`src/rtl/arb_pkg.sv`:
```
// Shared types and constants for the two-requester round-robin arbiter.
package arb_pkg;
  typedef enum logic [1:0] {IDLE, GNT0, GNT1} arb_state_t;

  localparam logic REQ0 = 1'b0;
  localparam logic REQ1 = 1'b1;
endpackage

```
`src/rtl/arb_2x1_rr_if.sv`:
```
// Requester/grant bundle between two bus masters and the shared-resource arbiter.
interface arb_2x1_rr_if #(parameter int W = 8);
  // Request/grant contract: a requester raises req_k and holds it for as long as
  // it wants the resource; it owns the resource in every cycle gnt_k is high and
  // releases it by dropping req_k (the grant falls on the next edge).
  logic         req0;
  logic         req1;
  logic [W-1:0] din0;
  logic [W-1:0] din1;
  logic         gnt0;
  logic         gnt1;
  logic         sel;
  logic [W-1:0] dout;
  logic         busy;

  modport master (output req0, req1, din0, din1,
                  input  gnt0, gnt1, sel, dout, busy);
  modport slave  (input  req0, req1, din0, din1,
                  output gnt0, gnt1, sel, dout, busy);
endinterface

```
`src/rtl/mux2_bus.sv`:
```
// W-bit 2:1 datapath mux for the shared sink.
module mux2_bus #(
  parameter int W = 8
) (
  input  logic         sel,
  input  logic [W-1:0] din0,
  input  logic [W-1:0] din1,
  output logic [W-1:0] dout
);
  assign dout = sel ? din1 : din0;
endmodule

```
`src/rtl/arb_2x1_rr.sv`:
```
// Two-requester round-robin arbiter driving a shared W-bit 2:1 mux.
// Optional burst limit is enabled with the ARB_BURST_LIMIT_EN macro.
module arb_2x1_rr
  import arb_pkg::*;
#(
  parameter int W        = 8,
  parameter int MAX_HOLD = 16
) (
  input  logic         clk,
  input  logic         reset,
  arb_2x1_rr_if.slave  bus,
  output arb_state_t   state_dbg,
  output logic         last_dbg
);
  arb_state_t state;
  arb_state_t next_state;
  logic       sel_q;
  logic       last_q;
  logic       other_req;
  logic       preempt;

  always_comb begin
    other_req = 1'b0;
    case (state)
      GNT0:    other_req = bus.req1;
      GNT1:    other_req = bus.req0;
      default: other_req = 1'b0;
    endcase
  end

`ifdef ARB_BURST_LIMIT_EN
  localparam int HOLD_W = $clog2(MAX_HOLD);
  logic [HOLD_W-1:0] hold_cnt;

  assign preempt = other_req && (hold_cnt == HOLD_W'(MAX_HOLD - 1));

  // Counts cycles the non-owner has waited; restarts on every ownership change.
  always_ff @(posedge clk) begin
    if (reset) begin
      hold_cnt <= '0;
    end else if (next_state != state) begin
      hold_cnt <= '0;
    end else if (other_req && (hold_cnt != '1)) begin
      hold_cnt <= hold_cnt + 1'b1;
    end
  end
`else
  logic unused_max_hold;
  assign preempt         = 1'b0;
  assign unused_max_hold = (MAX_HOLD < 2);
`endif

  always_comb begin
    next_state = state;
    case (state)
      IDLE: begin
        if (bus.req0 && bus.req1) next_state = (last_q == REQ0) ? GNT1 : GNT0;
        else if (bus.req0)        next_state = GNT0;
        else if (bus.req1)        next_state = GNT1;
        else                      next_state = IDLE;
      end
      // Releasing owner hands straight to a waiting peer, no idle bubble.
      GNT0: if (!bus.req0 || preempt) next_state = bus.req1 ? GNT1 : IDLE;
      GNT1: if (!bus.req1 || preempt) next_state = bus.req0 ? GNT0 : IDLE;
      default: next_state = IDLE;
    endcase
  end

  // sel and last only move on entry to a grant state; IDLE keeps both.
  always_ff @(posedge clk) begin
    if (reset) begin
      state  <= IDLE;
      sel_q  <= REQ0;
      last_q <= REQ1;
    end else begin
      state <= next_state;
      if (next_state == GNT0) begin
        sel_q  <= REQ0;
        last_q <= REQ0;
      end else if (next_state == GNT1) begin
        sel_q  <= REQ1;
        last_q <= REQ1;
      end
    end
  end

  assign bus.gnt0  = (state == GNT0);
  assign bus.gnt1  = (state == GNT1);
  assign bus.sel   = sel_q;
  assign bus.busy  = bus.gnt0 | bus.gnt1;
  assign state_dbg = state;
  assign last_dbg  = last_q;

  mux2_bus #(.W(W)) u_mux (
    .sel  (sel_q),
    .din0 (bus.din0),
    .din1 (bus.din1),
    .dout (bus.dout)
  );
endmodule

```
`src/flat_wrapper.sv`:
```
// flat-port wrapper written by rule: the top's interface ports become plain ports
module arb_2x1_rr_flat import arb_pkg::*;
#(
  parameter int W        = 8,
  parameter int MAX_HOLD = 16
)
  (clk, reset, state_dbg, last_dbg, bus_req0, bus_req1, bus_din0, bus_din1, bus_gnt0, bus_gnt1, bus_sel, bus_dout, bus_busy);
  arb_2x1_rr_if #(.W(W)) bus_i ();
  input  logic clk;
  input  logic reset;
  output arb_state_t state_dbg;
  output logic last_dbg;
  input wire logic [$bits(bus_i.req0)-1:0] bus_req0;
  input wire logic [$bits(bus_i.req1)-1:0] bus_req1;
  input wire logic [$bits(bus_i.din0)-1:0] bus_din0;
  input wire logic [$bits(bus_i.din1)-1:0] bus_din1;
  output wire logic [$bits(bus_i.gnt0)-1:0] bus_gnt0;
  output wire logic [$bits(bus_i.gnt1)-1:0] bus_gnt1;
  output wire logic [$bits(bus_i.sel)-1:0] bus_sel;
  output wire logic [$bits(bus_i.dout)-1:0] bus_dout;
  output wire logic [$bits(bus_i.busy)-1:0] bus_busy;
  assign bus_i.req0 = bus_req0;
  assign bus_i.req1 = bus_req1;
  assign bus_i.din0 = bus_din0;
  assign bus_i.din1 = bus_din1;
  assign bus_gnt0 = bus_i.gnt0;
  assign bus_gnt1 = bus_i.gnt1;
  assign bus_sel = bus_i.sel;
  assign bus_dout = bus_i.dout;
  assign bus_busy = bus_i.busy;
  arb_2x1_rr #(.W(W), .MAX_HOLD(MAX_HOLD)) u_core (.clk(clk), .reset(reset), .bus(bus_i), .state_dbg(state_dbg), .last_dbg(last_dbg));
endmodule
```
`config.mk`:
```
export PLATFORM = sky130hd
export DESIGN_NAME = arb_2x1_rr_flat
export DESIGN_NICKNAME = d
export VERILOG_FILES = /design/src/rtl/arb_pkg.sv /design/src/rtl/arb_2x1_rr_if.sv /design/src/rtl/mux2_bus.sv /design/src/rtl/arb_2x1_rr.sv /design/src/flat_wrapper.sv
export SDC_FILE = /design/constraint.sdc
export NUM_CORES = 1
export LEC_CHECK = 0
export CORE_AREA = 5 5 42 44
export DETAILED_ROUTE_END_ITERATION = 7
export DIE_AREA = 0 0 47 49
export HOLD_SLACK_MARGIN = 0.02
export PLACE_DENSITY_LB_ADDON = 0.2
export SLEW_MARGIN = 20
export SYNTH_ARGS = -nofsm -noshare
export SYNTH_HDL_FRONTEND = slang
export SYNTH_SLANG_ARGS = --single-unit
```
`constraint.sdc`:
```
create_clock -name clk -period 2.8 [get_ports clk]
set_input_delay 0.56 -clock clk [delete_from_list [all_inputs] [get_ports clk]]
set_output_delay 0.56 -clock clk [all_outputs]
set_load 0.05 [all_outputs]
```
==> run summary <==
========================================================================================================
Run status ................................................................................ complete, no violations
Post-synthesis net count ..................................................................           68
Maximum net fanout on the critical path ...................................................            1
Power Total ...............................................................................    0.3886 mW
Setup TNS after final layout ..............................................................         0 ns
Number of nets with antenna violations after detailed routing .............................            0
Wire length of the first global-routing pass ..............................................      2187 um
Drt wl/cell ...............................................................................     14.29 um
Data arrival time at the worst-slack endpoint .............................................      2.01 ns
Wire length on met1 .......................................................................       475 um
CORE AREA ................................................................................. 0.001401 mm^2
Worst min-delay path startpoint ........................................................... u_core.last_dbg
Leakage dissipation .......................................................................    0.3336 nW
Worst IR drop on VDD ......................................................................  0.0004061 V
Cell area after layout ....................................................................   815.8 um^2
DR DRC count ..............................................................................            0
First-pass DRT Iterations .................................................................            2
Via count .................................................................................          438
Overall Global Routing Usage ..............................................................       13.78%
Via density per instance ..................................................................        4.660
Total I/O pin count .......................................................................           35
Number of nets in the final layout ........................................................          106
Via count of the first global-routing pass ................................................          476
Starting DRC count in detailed routing ....................................................            3
Areal power density over the cells ........................................................ 476.3 mW/mm^2
Die width .................................................................................        47 um
Cell area after synthesis .................................................................   437.9 um^2
Max-cap violations ........................................................................            0
Post-CTS clock slew at the launch and capture registers of the worst setup and hold paths .      0.04 ns
Clock sinks ...............................................................................            4
Critical-path cell with the highest stage delay ........................................... sky130_fd_sc_hd__clkdlybuf4s50_1
FF+latch count, synth .....................................................................            4
Starting density of the core ..............................................................       31.25%
Period utilisation layout .................................................................       91.65%
Top cell type by total area after synthesis ............................................... sky130_fd_sc_hd__mux2_1
Overflow left after global routing ........................................................            0
Number of antenna diodes ..................................................................            0
Layout cell share with drive strength beyond 1 ............................................       12.82%
Clock tree from TritonCTS .................................................................          yes
Pre-CTS worst setup slack .................................................................    0.2296 ns
Routed wire length ........................................................................      1343 um
F_max .....................................................................................    389.7 MHz
Critical Path Sink Type ...................................................................   output pin
DR WL met2 ................................................................................       750 um
Final setup margin ........................................................................    0.2338 ns
Cell-by-cell trace of the critical path ................................................... clkdlybuf4s50_1 -> mux2_1 -> clkdlybuf4s50_1
Unrepaired setup endpoints after global routing ...........................................        false
Synth top area share ......................................................................       20.57%
Clock latency reported for the late side of the worst-skew pair ...........................      0.23 ns
H-tree depth ..............................................................................            1
Post_cts resized ..........................................................................            0
Post-synthesis sequential area ratio ......................................................       18.29%
Count of input and output buffers .........................................................           34
Root buf cell ............................................................................. sky130_fd_sc_hd__clkbuf_4
Hold-fix buffers at CTS ...................................................................            0
Critical path data required time ..........................................................      2.24 ns
Final setup vio count .....................................................................            0
Most common cell after layout, fill and taps aside ........................................ sky130_fd_sc_hd__clkdlybuf4s50_1
Critical path start-end classification .................................................... input port to output pin
Avg Synthesized Cell Area .................................................................   10.43 um^2
Worst R2R Start ........................................................................... u_core.state_dbg[0]
Floorplan die area ........................................................................ 0.002303 mm^2
Met3 Routed Length ........................................................................        36 um
Tightest Pin Transition ...................................................................    0.5356 ns
Initial antenna violation count ...........................................................            0
Placed inst area ..........................................................................   793.3 um^2
Distinct cells, synth .....................................................................           16
Height of the die .........................................................................        49 um
Post CTS Setup Buffer Count ...............................................................            0
Largest net degree at the start of global routing .........................................           11
Headroom to the max-slew limit ............................................................       64.18%
Critical Path Source Type .................................................................   input port
RD Place Congestion .......................................................................       0.7545
Delay of the slowest cell on the worst path ...............................................      0.72 ns
YS warnings ...............................................................................            0
FP Rows ...................................................................................           14
Number of standard cells after synthesis ..................................................           42
Number of buffers created by CTS ..........................................................            3
Commonest non-fill, non-tap cells in the layout ........................................... sky130_fd_sc_hd__clkdlybuf4s50_1, sky130_fd_sc_hd__mux2_1, sky130_fd_sc_hd__ha_1
Path class of the lowest-slack min-delay path ............................................. flop to flop
Estimated wirelength of the detail-placed design ..........................................      1160 um
Highest layer used for signal routing .....................................................         met4
Top cells by area in the synthesized netlist .............................................. sky130_fd_sc_hd__mux2_1, sky130_fd_sc_hd__dfxtp_1, sky130_fd_sc_hd__ha_1, sky130_fd_sc_hd__a221oi_4, sky130_fd_sc_hd__mux2_4
CP Launch Point ...........................................................................  bus_din1[4]
Post-route clock skew ..................................................................... 0.0008866 ns
Cell repeated most along the worst path ................................................... sky130_fd_sc_hd__clkdlybuf4s50_1
Minimum period implied by the final worst setup slack .....................................     2.566 ns
Area growth from synthesis to final layout ................................................       86.29%
CTS max path bufs .........................................................................            2
Final Hold Viols ..........................................................................            0
Max-slew violation count ..................................................................            0
========================================================================================================
==> layout make-up <==
| cell class | count | area (um^2) |
|---|---|---|
| clock buffer | 3 | 22.52 |
| fill | 143 | 585.6 |
| inverter | 3 | 11.26 |
| multi-input combinational | 34 | 341.6 |
| sequential | 4 | 80.08 |
| tap | 16 | 20.02 |
| timing repair buffer | 34 | 340.3 |
==> path summary, 6_finish.rpt <==
check	to	slack [ns]	cells after the start
setup / recovery	bus_dout[4]	0.23	3
hold / removal	u_core.last_dbg	0.59	2
setup reg to reg	u_core.last_dbg	0.85	8
hold reg to reg	u_core.last_dbg	0.59	2
==> report_power, final <==
part / leakage, nW / total (mW) / internal [mW] / switching [mW]
combinational: 0.287 / 0.241 / 0.106 / 0.136
clock: 0.0138 / 0.0708 / 0.0479 / 0.0229
sequential: 0.0328 / 0.0765 / 0.0642 / 0.0123
==> synth_stat cells (all sizes together) <==
library cell / n
mux2: 10
ha: 6
dfxtp: 4
inv: 3
nor2: 3
nor3: 3
a221oi: 2
and2: 2
and3: 2
nand2b: 2
or2: 2
buf: 1
mux2i: 1
nand2: 1
==> logic make-up (layout without fill, tap and decap cells) <==
group / count (synthesis) / in the layout / share of synthesized area, %
flops: 4 / 4 / 18.29
compound gates: 2 / 2 / 12.00
mux: 11 / 11 / 29.72
simple gates: 15 / 15 / 19.14
fa+ha+maj: 6 / 6 / 17.14
buf+inv: 4 / 40 / 3.713
==> metal layers <==
metal / track usage [%] / vias up
li1: - / 220
met1: 12.91 / 201
met2: 22.85 / 9
met3: 2.583 / 8
met4: 13.36 / 0
met5: 0 / -
==> through the flow <==
step | instances | utilization, % | hold slack, ns
4_1_cts | 94 | 58.21 | 0.5901
3_5_place_dp | 91 | 56.61 | 0.5661
3_3_place_gp | 91 | 56.61 | 0.5630
2_1_floorplan | 42 | - | 0.6368
5_1_grt | 94 | 58.21 | 0.6248
6_report | 94 | 58.21 | 0.5874
==> critical path, delay by kind of cell <==
family                 cells  cell delay (ns)
buffers and inverters      2             1.14
muxes                      1             0.31
==> registers in the layout, indices dropped and copies added, names as in the netlist <==
register,count
u_core.last_dbg,1
u_core.bus.sel,1
u_core.state_dbg,2
No activity file was read; power rests on OpenSTA's default activity.
